File: config.mk
export PLATFORM = sky130hd
export DESIGN_NAME = fetch_unit
export DESIGN_NICKNAME = d
export VERILOG_FILES = /design/src/rtl/fetch_pkg.sv /design/src/rtl/fetch_unit_pc_reg.sv /design/src/rtl/fetch_unit.sv
export SDC_FILE = /design/constraint.sdc
export NUM_CORES = 1
export LEC_CHECK = 0
export BUFFER_PORTS_ARGS = -buffer_cell sky130_fd_sc_hd__buf_2
export CORE_MARGIN = 3
export CORE_UTILIZATION = 51
export DETAILED_ROUTE_END_ITERATION = 12
export PLACE_DENSITY = 0.8
export SYNTH_ARGS = -nofsm -noshare
export SYNTH_HDL_FRONTEND = slang
export SYNTH_HIERARCHICAL = 1
export SYNTH_SLANG_ARGS = --single-unit
File: constraint.sdc
create_clock -name clk -period 1.9 [get_ports clk]
set_input_delay 0.285 -clock clk [delete_from_list [all_inputs] [get_ports clk]]
set_output_delay 0.285 -clock clk [all_outputs]
set_load 0.03 [all_outputs]
File: src/rtl/fetch_pkg.sv
// Shared types and defaults for the instruction fetch front end.
package fetch_pkg;

  localparam int          ADDR_W_DEF   = 8;
  localparam int          DATA_W_DEF   = 32;
  localparam logic [7:0]  RESET_PC_DEF = 8'h00;
  // Byte distance between sequential instructions.
  localparam int          PC_STEP      = 4;

  // IDLE: one settling cycle after reset.
  // REQ: a memory read is outstanding.
  // HOLD: a fetched word is waiting for decode.
  typedef enum logic [1:0] {
    IDLE = 2'd0,
    REQ  = 2'd1,
    HOLD = 2'd2
  } fetch_state_e;

endpackage

File: src/rtl/fetch_unit_pc_reg.sv
// Address-width register with async active-low reset and a load enable.
// Holds the program counter and the pending redirect target.
module pc_reg
  import fetch_pkg::*;
#(
  parameter int               ADDR_W   = ADDR_W_DEF,
  parameter logic [ADDR_W-1:0] RESET_PC = RESET_PC_DEF
) (
  input  logic              clk,
  input  logic              reset,
  input  logic              load,
  input  logic [ADDR_W-1:0] d,
  output logic [ADDR_W-1:0] q
);

  // Load a new value when enabled, otherwise hold.
  always_ff @(posedge clk or negedge reset) begin
    if (!reset) begin
      q <= RESET_PC;
    end else if (load) begin
      q <= d;
    end
  end

endmodule

File: src/rtl/fetch_unit.sv
// Instruction fetch front end: owns the PC, issues one memory read at a
// time, hands fetched words to decode and redirects on taken branches.
//
// Handshakes: a transfer happens on a rising edge where the producer's
// valid (mem_req / instr_valid) and the consumer's acknowledge
// (mem_ack / instr_ready) are both high. Once raised, mem_req and
// mem_addr stay stable until mem_ack; instr_valid, instr and instr_pc stay
// stable until instr_ready or a branch drops the instruction.
module fetch_unit
  import fetch_pkg::*;
#(
  parameter int                ADDR_W   = ADDR_W_DEF,
  parameter int                DATA_W   = DATA_W_DEF,
  parameter logic [ADDR_W-1:0] RESET_PC = RESET_PC_DEF
) (
  input  logic              clk,
  input  logic              reset,
  output logic              mem_req,
  output logic [ADDR_W-1:0] mem_addr,
  input  logic              mem_ack,
  input  logic [DATA_W-1:0] mem_rdata,
  output logic              instr_valid,
  output logic [DATA_W-1:0] instr,
  output logic [ADDR_W-1:0] instr_pc,
  input  logic              instr_ready,
  input  logic              branch_taken,
  input  logic [ADDR_W-1:0] branch_target,
  output fetch_state_e      dbg_state
);

  fetch_state_e      state_q, state_d;
  logic              squash_q, squash_d;
  logic [ADDR_W-1:0] pc_q, pc_d, redir_q;
  logic              pc_ld, redir_ld, capture;
  logic [DATA_W-1:0] instr_q;
  logic [ADDR_W-1:0] instr_pc_q;

  pc_reg #(.ADDR_W(ADDR_W), .RESET_PC(RESET_PC)) u_pc (
    .clk   (clk),
    .reset (reset),
    .load  (pc_ld),
    .d     (pc_d),
    .q     (pc_q)
  );

  // The redirect register only ever latches the newest branch target.
  pc_reg #(.ADDR_W(ADDR_W), .RESET_PC(RESET_PC)) u_redir (
    .clk   (clk),
    .reset (reset),
    .load  (redir_ld),
    .d     (branch_target),
    .q     (redir_q)
  );

  // Next-state, PC update and capture decisions.
  always_comb begin
    state_d  = state_q;
    squash_d = squash_q;
    pc_ld    = 1'b0;
    pc_d     = pc_q;
    redir_ld = 1'b0;
    capture  = 1'b0;
    case (state_q)
      IDLE: begin
        state_d = REQ;
        if (branch_taken) begin
          pc_ld = 1'b1;
          pc_d  = branch_target;
        end
      end
      REQ: begin
        if (mem_ack) begin
          // The outstanding read completes; a redirect always clears squash.
          squash_d = 1'b0;
          if (branch_taken) begin
            pc_ld = 1'b1;
            pc_d  = branch_target;
          end else if (squash_q) begin
            pc_ld = 1'b1;
            pc_d  = redir_q;
          end else begin
            capture = 1'b1;
            state_d = HOLD;
          end
        end else if (branch_taken) begin
          // Read cannot be abandoned: remember the target, drop the data later.
          redir_ld = 1'b1;
          squash_d = 1'b1;
        end
      end
      HOLD: begin
        if (branch_taken) begin
          pc_ld   = 1'b1;
          pc_d    = branch_target;
          state_d = REQ;
        end else if (instr_ready) begin
          pc_ld   = 1'b1;
          pc_d    = pc_q + ADDR_W'(PC_STEP);
          state_d = REQ;
        end
      end
      default: begin
        state_d = IDLE;
      end
    endcase
  end

  // State and squash flag registers.
  always_ff @(posedge clk or negedge reset) begin
    if (!reset) begin
      state_q  <= IDLE;
      squash_q <= 1'b0;
    end else begin
      state_q  <= state_d;
      squash_q <= squash_d;
    end
  end

  // Instruction output registers, loaded only by a good-path ack.
  always_ff @(posedge clk or negedge reset) begin
    if (!reset) begin
      instr_q    <= '0;
      instr_pc_q <= RESET_PC;
    end else if (capture) begin
      instr_q    <= mem_rdata;
      instr_pc_q <= pc_q;
    end
  end

  assign mem_req     = (state_q == REQ);
  assign mem_addr    = pc_q;
  assign instr_valid = (state_q == HOLD);
  assign instr       = instr_q;
  assign instr_pc    = instr_pc_q;
  assign dbg_state   = state_q;

endmodule

**Yosys cells after proc, flatten, opt, wreduce, memory -nomap -nowiden**

Cells that the tools add are included.
Widths: inputs -> output; s select.

- $add $sub $neg: 1
- Eq/ne operators: 8
- Muxes and demuxes: 28
- Reductions and logical operators: 6

Operator list:

| cell | number |
|---|---|
| $mux 8 | 6 |
| $pmux 8 s3 | 1 |
| $mux 1 | 14 |
| $mux 2 | 5 |
| $add 8x3->8 const B | 1 |
| $ne 2x2->1 const B | 3 |
| $ne 3x1->1 const B | 2 |
| $pmux 2 s3 | 1 |
| $reduce_and 6->1 | 1 |
| $reduce_and 4->1 | 1 |
| $pmux 1 s3 | 1 |
| $reduce_bool 3->1 | 1 |
| $eq 2x1->1 const B | 1 |
| $eq 2x2->1 const B | 1 |
| $logic_not 2->1 | 1 |
| $ne 2x1->1 const B | 1 |
| $reduce_and 2->1 | 1 |
| $reduce_bool 2->1 | 1 |

- Register bits: 59
- Input bits: 45
- Output and inout bits: 52
- Logic and storage cells: 49

**Logic depth before layout (Yosys ltp)**

Gate-level depths: netlist of run 1.

- Word-level depth: 5
- Depth in mapped cells: 6
- Gate-level depth less buffers: 6

**Hierarchy**

The synthesis of run 1 kept the hierarchy.

By module, submodules not included:

| module | instances | cells an instance | area an instance (um^2) |
|---|---|---|---|
| fetch_unit | 1 | 188 | 2357.3 |
| pc_reg | 2 | 17 | 331.6 |

**Worst setup path after synthesis of run 1**

OpenSTA, ideal clock, no wires.

- Path kind: register to register
- Start: reg state_q[0] (netlist: dbg_state[0])
- End: reg u_redir.q[0]
- Library setup time: 0.125 ns
- Arrival time: 2.050 ns
- Data required time: 1.775 ns
- Path slack: -0.275 ns
- Stages on the path, launching flop included: 7
- Period minus slack after synthesis: 2.175 ns
- Cells stage by stage: dfrtp_1 > buf_2 > nor2b_1 > inv_1 > nor3_1 > buf_6 > mux2_4

- Word-level cells in the longest chain between the ends: 2

RTL lines:

| item | line | RTL |
|---|---|---|
| start: declaration | fetch_unit.sv:31 | `fetch_state_e state_q, state_d;` |
| start signal: assignment | fetch_unit.sv:114 | `state_q <= state_d;` |
| $eq 2x1->1 | -- |  |
| named net mem_req | fetch_unit.sv:18 | `output logic mem_req,` |
| $mux 1 | fetch_unit.sv:63 | `case (state_q)` |
| named net redir_ld | fetch_unit.sv:34 | `logic pc_ld, redir_ld, capture;` |
| end signal: assignment | fetch_unit_pc_reg.sv:19 | `q <= RESET_PC;` |
| end signal: assignment | fetch_unit_pc_reg.sv:21 | `q <= d;` |
| end: declaration | fetch_unit_pc_reg.sv:13 | `output logic [ADDR_W-1:0] q` |

The timed path passes the listed nets, and every way through them passes these cells.
A chain may end at the register's enable or synchronous reset.

**Worst setup path after layout of run 1**

- Start: reg state_q[0] (netlist: dbg_state[0])
- End: out instr_valid

- Word-level cells in the longest chain between the ends: 1

RTL lines:

| item | line | RTL |
|---|---|---|
| $eq 2x2->1 | fetch_unit.sv:132 | `assign instr_valid = (state_q == HOLD);` |
| end: declaration | fetch_unit.sv:22 | `output logic instr_valid,` |

Every way passes these cells.

==> results of run 1 <==
where the power goes:
part	total (W)	internal (W)	switching (W)	leakage, nW
registers	0.00230	0.00185	0.000455	0.705
logic	0.00337	0.00151	0.00186	1.21
clock network	0.00102	0.000540	0.000476	0.0884
area by class of cell:
class	count	area (sq um)
flip-flops and latches	59	1480
clock buffers	12	155
repair buffers	112	631
well taps	72	90.1
inverters	4	15.0
clock inverters	4	25.0
multi-input cells	144	1430
fillers	415	1780
sequential cells by signal, summed over array words and instances, names as in the netlist:
signal,flops
squash_q,1
instr,32
dbg_state,2
instr_pc,8
u_redir/q,8
u_pc/q,8
logic make-up (layout without fill, tap and decap cells):
| family | Yosys count | in the layout |
|---|---|---|
| compound gates | 43 | 43 |
| fa+ha+maj | 1 | 1 |
| buf+inv | 19 | 132 |
| flops | 59 | 59 |
| mux | 60 | 60 |
| simple gates | 39 | 39 |
| xor+xnor | 1 | 1 |
timing repair:
action | 4_1_cts | 5_1_grt
endpoints found under the hold margin | 59 | 0
resized for setup | 0 | 3
setup endpoints to repair | 0 | 2
hold buffers | 1 | 0
placed cells by master (no fill, tap or decap), types with 3 or more instances in the layout:
cell      netlist  layout
buf_2           4      95
dfrtp_1        59      58
mux2_4         55      55
nor2_1         13      13
buf_4           1      13
clkbuf_8        0      11
o21ai_0        10      10
a22o_1          6       6
a22oi_1         6       6
nand2_1         5       5
inv_1           4       4
nor2b_1         5       4
mux2i_1         4       4
nor3_1          4       4
a21oi_1         4       4
nand2b_1        3       3
metrics by stage:
| step | area, sq um | power [W] | cells | utilization, % | hold slack [ns] |
|---|---|---|---|---|---|
| floorplan | 3030 | 0.00472 | 222 | - | -0.0106 |
| global placement | 3620 | 0.00560 | 390 | 64.6 | 0.311 |
| detailed placement | 3620 | 0.00568 | 390 | 64.6 | 0.314 |
| CTS | 3810 | 0.00673 | 407 | 68.0 | 0.172 |
| global route | 3830 | 0.00707 | 407 | 68.2 | 0.174 |
| finish | 3830 | 0.00669 | 407 | 68.2 | 0.187 |
metal layers:
layer	part of all wire, %	wire, um	up-vias	GRT usage [%]
met5	0	0	-	0
met4	1.6	110	0	9.36
met3	7.2	486	13	5.16
met2	46	3120	105	31.6
met1	45	3060	1046	28.1
li1	-	-	1036	-
worst paths after layout:
check | from | endpoint | slack (ns) | cells past startpoint
worst max-delay path | dbg_state[0] | instr_valid | 0.07 | 4
worst min-delay path | mem_rdata[4] | instr[4] | 0.19 | 2
worst max register to register | dbg_state[1] | u_pc/q[0] | 0.11 | 6
worst min register to register | instr_pc[2] | instr_pc[2] | 0.50 | 1
max in group asynchronous | reset | dbg_state[0] | 1.04 | 3
min in group asynchronous | reset | instr[22] | 0.52 | 3
worst register-to-register path: cells and delay by family (launching register included):
family / cells / cell delay [ns]
AND/OR/NAND/NOR: 1 / 0.32
buffers and inverters: 1 / 0.19
flip-flops: 1 / 0.36
AO/OA/AOI/OAI: 3 / 0.54
multiplexers: 1 / 0.26
==> results.py, run 1 <==
metrics = {
    "run_status": {
        "status": "finished clean",
    },
    "worst_setup_path": {
        "max_stage_delay_ns": 0.48,
        "crit_path_cell_trace": "buf_4 > nand2b_1 > inv_1 > clkbuf_4",
        "crit_buf_inv": 3,
        "worst_path_max_delay_cell": "dfrtp_2",
        "start_kind": "flop",
        "end_kind": "output pin",
        "cp_max_fo": 10,
        "worst_ep_arrival_time_ns": 1.55,
        "worstSetupPathType": "reg2out",
        "cp_top_family": "buffers and inverters",
        "required_ns": 1.62,
    },
    "global_route": {
        "gr-total-overflow": 0,
        "grt_max_degree": 32,
        "grt_pass1_vias": 2278,
        "antenna_found_initial": 0,
        "grt_usage_pct": 20.8,
        "grt_pass1_wl_um": 11600,
    },
    "drt": {
        "avgViaCountPerCell": 5.41,
        "route.detailed.drc": 0,
        "final_antenna_net_count": 0,
        "drt_pass1_iterations": 4,
        "drt_first_iter_violations": 103,
        "routedWlPerCell_um": 16.7,
        "totalWireLength_um": 6780,
        "vias": 2200,
    },
    "synth": {
        "syn_nets": 268,
        "synth_compound_area_share_pct": 10.4,
        "yosysTopAreaCell": "dfrtp_1",
        "ys_seq_area_share_pct": 48.9,
        "synth_edf_count": 0,
        "ys_ff_latch": 59,
        "syn_area_sq_um": 3020,
        "yosysWarnings": 6,
        "synth_common_cells": "dfrtp_1 (59), mux2_4 (55), nor2_1 (13)",
        "synth_ff_type": "dfrtp_1",
        "async_reset_ff_share_pct": 100,
        "yosysMostFrequentCell": "dfrtp_1",
        "syn_avg_cell_area_sq_um": 13.6,
        "synth_cell_type_count": 41,
        "synth_area_leaders": "dfrtp_1 (49%), mux2_4 (27%), buf_6 (2.2%)",
        "synthMuxAreaShare_pct": 29.0,
        "synthAdderAreaFrac_pct": 0.414,
        "synth_top_family_by_area": "multiplexers",
        "yosysTopAreaCellShare_pct": 48.9,
        "synth_xor_area_share_pct": 0.290,
        "yosys.area_share.simple_pct": 6.75,
        "synth_cells": 222,
    },
    "floorplanning": {
        "die_x_um": 83.0,
        "fp.coreArea_sq_um": 5610,
        "die_h_um": 83.0,
        "start_util_pct": 53.9,
        "num_io_pins": 97,
        "die_area_sq_um": 6880,
        "rows": 27,
    },
    "min_path": {
        "hold_class": "in2reg",
    },
    "timing": {
        "slew_headroom_pct": 62.6,
        "period_share_pct": 96.5,
        "slew_violations": 0,
        "fin_tns_setup_ns": 0,
        "setup_violations": 0,
        "rsz0062_at_grt": "no",
        "max_freq_mhz": 546,
        "worstMarginPinSlew_ns": 0.560,
        "finClkSkew_ns": 0.00748,
        "fin_ws_ns": 0.0674,
        "post-route-min-period_ns": 1.83,
        "finalHoldViolCount": 0,
    },
    "clock_network": {
        "path_clk_slew_ns": 0.07,
        "root_buffer": "clkbuf_8",
        "cts_buffers": 9,
        "cts_tree": "built",
        "clk_latency_ns": 0.33,
        "postCtsSetupBuffers": 0,
        "numClockSinks": 59,
        "cts_htree_levels": 3,
        "cts_buffer_depth": 2,
    },
    "final_layout": {
        "fin_nets": 376,
        "antenna_cells": 0,
        "syn_to_final_growth_pct": 26.7,
        "drive_above_1_share_pct": 55.8,
    },
    "power_and_ir_drop": {
        "ir_worst_vdd_uv": 961,
        "p_leak_nw": 2.01,
        "power_density_nw_per_um2": 1750,
    },
    "placed_design": {
        "place_ws_ns": 0.156,
        "portBuffers": 96,
        "dp_hpwl_um": 4920,
        "place.gp.congestion": 0.870,
    },
    "run": {
        "maxCapViolations": 0,
    },
}
(Power assumes the default switching activity.)
==> run 2: changes to the inputs <==
CORE_MARGIN = 2   (was 3)
==> run 2 against run 1 <==
Clock power grew 25%. Sequential power is essentially flat. Clock skew grew 0.0032 ns. Die area shrank 4.8%. Cell area grew 0.59%. Routed wire length shrank 1.4%. First-iteration DRC count grew 12%. Sequential cell count is the same. Combinational power shrank 1%. Worst hold slack lost 0.015 ns. Critical path type unchanged.
==> results.py, run 2 (synthesis results as in run 1) <==
metrics = {
    "run_status": {
        "status": "finished clean",
    },
    "global_route": {
        "gr-total-overflow": 0,
        "grt_pass1_wl_um": 10200,
        "antenna_found_initial": 0,
        "grt_max_degree": 38,
        "grt_usage_pct": 20.9,
        "grt_pass1_vias": 2085,
    },
    "drt": {
        "drt_pass1_iterations": 5,
        "routedWlPerCell_um": 16.5,
        "avgViaCountPerCell": 5.58,
        "final_antenna_net_count": 0,
        "totalWireLength_um": 6690,
        "route.detailed.drc": 0,
        "drt_first_iter_violations": 115,
        "vias": 2265,
    },
    "clock_network": {
        "cts_tree": "built",
        "postCtsSetupBuffers": 0,
        "path_clk_slew_ns": 0.07,
        "clk_latency_ns": 0.34,
        "numClockSinks": 59,
        "cts_buffer_depth": 2,
        "cts_htree_levels": 3,
        "cts_buffers": 9,
        "root_buffer": "clkbuf_8",
    },
    "timing": {
        "rsz0062_at_grt": "no",
        "post-route-min-period_ns": 1.81,
        "fin_tns_setup_ns": 0,
        "finClkSkew_ns": 0.0107,
        "worstMarginPinSlew_ns": 0.565,
        "whs_ns": 0.172,
        "setup_violations": 0,
        "finalHoldViolCount": 0,
        "period_share_pct": 95.0,
        "slew_headroom_pct": 62.3,
        "max_freq_mhz": 554,
        "slew_violations": 0,
    },
    "floorplanning": {
        "rows": 28,
        "start_util_pct": 51.9,
        "die_x_um": 81.0,
        "die_h_um": 81.0,
        "fp.coreArea_sq_um": 5820,
        "num_io_pins": 97,
        "die_area_sq_um": 6550,
    },
    "final_layout": {
        "mostFrequentLayoutCells": "buf_2 (96), dfrtp_1 (58), mux2_4 (55)",
        "fin_util_pct": 66.2,
        "fin_nets": 372,
        "antenna_cells": 0,
        "multi_input_area_sq_um": 1430,
        "drive_above_1_share_pct": 55.3,
        "seqCellArea_sq_um": 1480,
        "largest_reg_flops": 32,
        "layout_commonest_cell": "buf_2",
        "syn_to_final_growth_pct": 27.4,
        "n_fill_cell": 451,
    },
    "placed_design": {
        "place.gp.congestion": 0.864,
        "dp_hpwl_um": 4710,
        "portBuffers": 96,
    },
    "power_and_ir_drop": {
        "ir_worst_vdd_uv": 929,
        "total_power_w": 0.00691,
        "power_density_nw_per_um2": 1790,
        "p_leak_nw": 2.01,
    },
    "min_path": {
        "hold_class": "in2reg",
        "worstHoldStart": "mem_rdata[29]",
    },
    "worst_setup_path": {
        "reg2reg_from": "u_pc/q[2]",
        "cp_max_fo": 14,
        "worstSetupPathType": "reg2out",
        "required_ns": 1.62,
        "start_kind": "flop",
        "worst_ep_arrival_time_ns": 1.52,
        "critPathLaunch": "dbg_state[1]",
        "end_kind": "output pin",
    },
    "run": {
        "maxCapViolations": 0,
    },
}
run 2: final cells by class:
type | instances | area share [%]
Clock buffer | 10 | 3.58
Sequential cell | 59 | 38.4
Tap cell | 75 | 2.44
Timing Repair Buffer | 108 | 15.9
Multi-Input combinational cell | 144 | 37.0
Clock inverter | 6 | 2.31
Inverter | 4 | 0.390
run 2: power breakdown:
part / total, W / switching [W] / internal, W
registers: 0.00230 / 0.000456 / 0.00185
logic: 0.00333 / 0.00185 / 0.00148
clock network: 0.00127 / 0.000501 / 0.000773
run 2: final timing paths:
path                                endpoint  slack, ns  cells after the start
worst min register to register     instr[31]       0.51                      1
min in group asynchronous           squash_q       0.49                      2
max in group asynchronous       u_redir/q[0]       0.82                      3
worst max-delay path             instr_valid       0.09                      4
worst max register to register     u_pc/q[4]       0.12                      6
worst min-delay path               instr[29]       0.17                      2
run 2: repair_timing:
item,CTS,global route
hold endpoints to repair,22,0
hold buffers,1,0
gates resized for setup,0,1
endpoints found under the setup margin,0,42
run 2: routing by layer:
metal  up-vias  GRT usage, %  part of all wire, %
li1       1030             -                    -
met1      1109          28.5                   44
met2       113          31.2                   46
met3        13          5.67                  8.3
met4         0          9.49                  1.9
met5         -             0                    0
run 2: through the flow:
step | setup slack [ns] | area, sq um | cells
global route | 0.00270 | 3850 | 406
finish | 0.0946 | 3850 | 406
floorplan | 0.0423 | 3030 | 222
CTS | 0.00929 | 3850 | 406
global placement | 0.141 | 3610 | 389
detailed placement | 0.0869 | 3610 | 389
run 2: critical path: stages, from the launching register on:
cell and delay, ns:
dfrtp_1 0.40, buf_4 0.23, nand2b_1 0.18, inv_1 0.15, buf_2 0.21
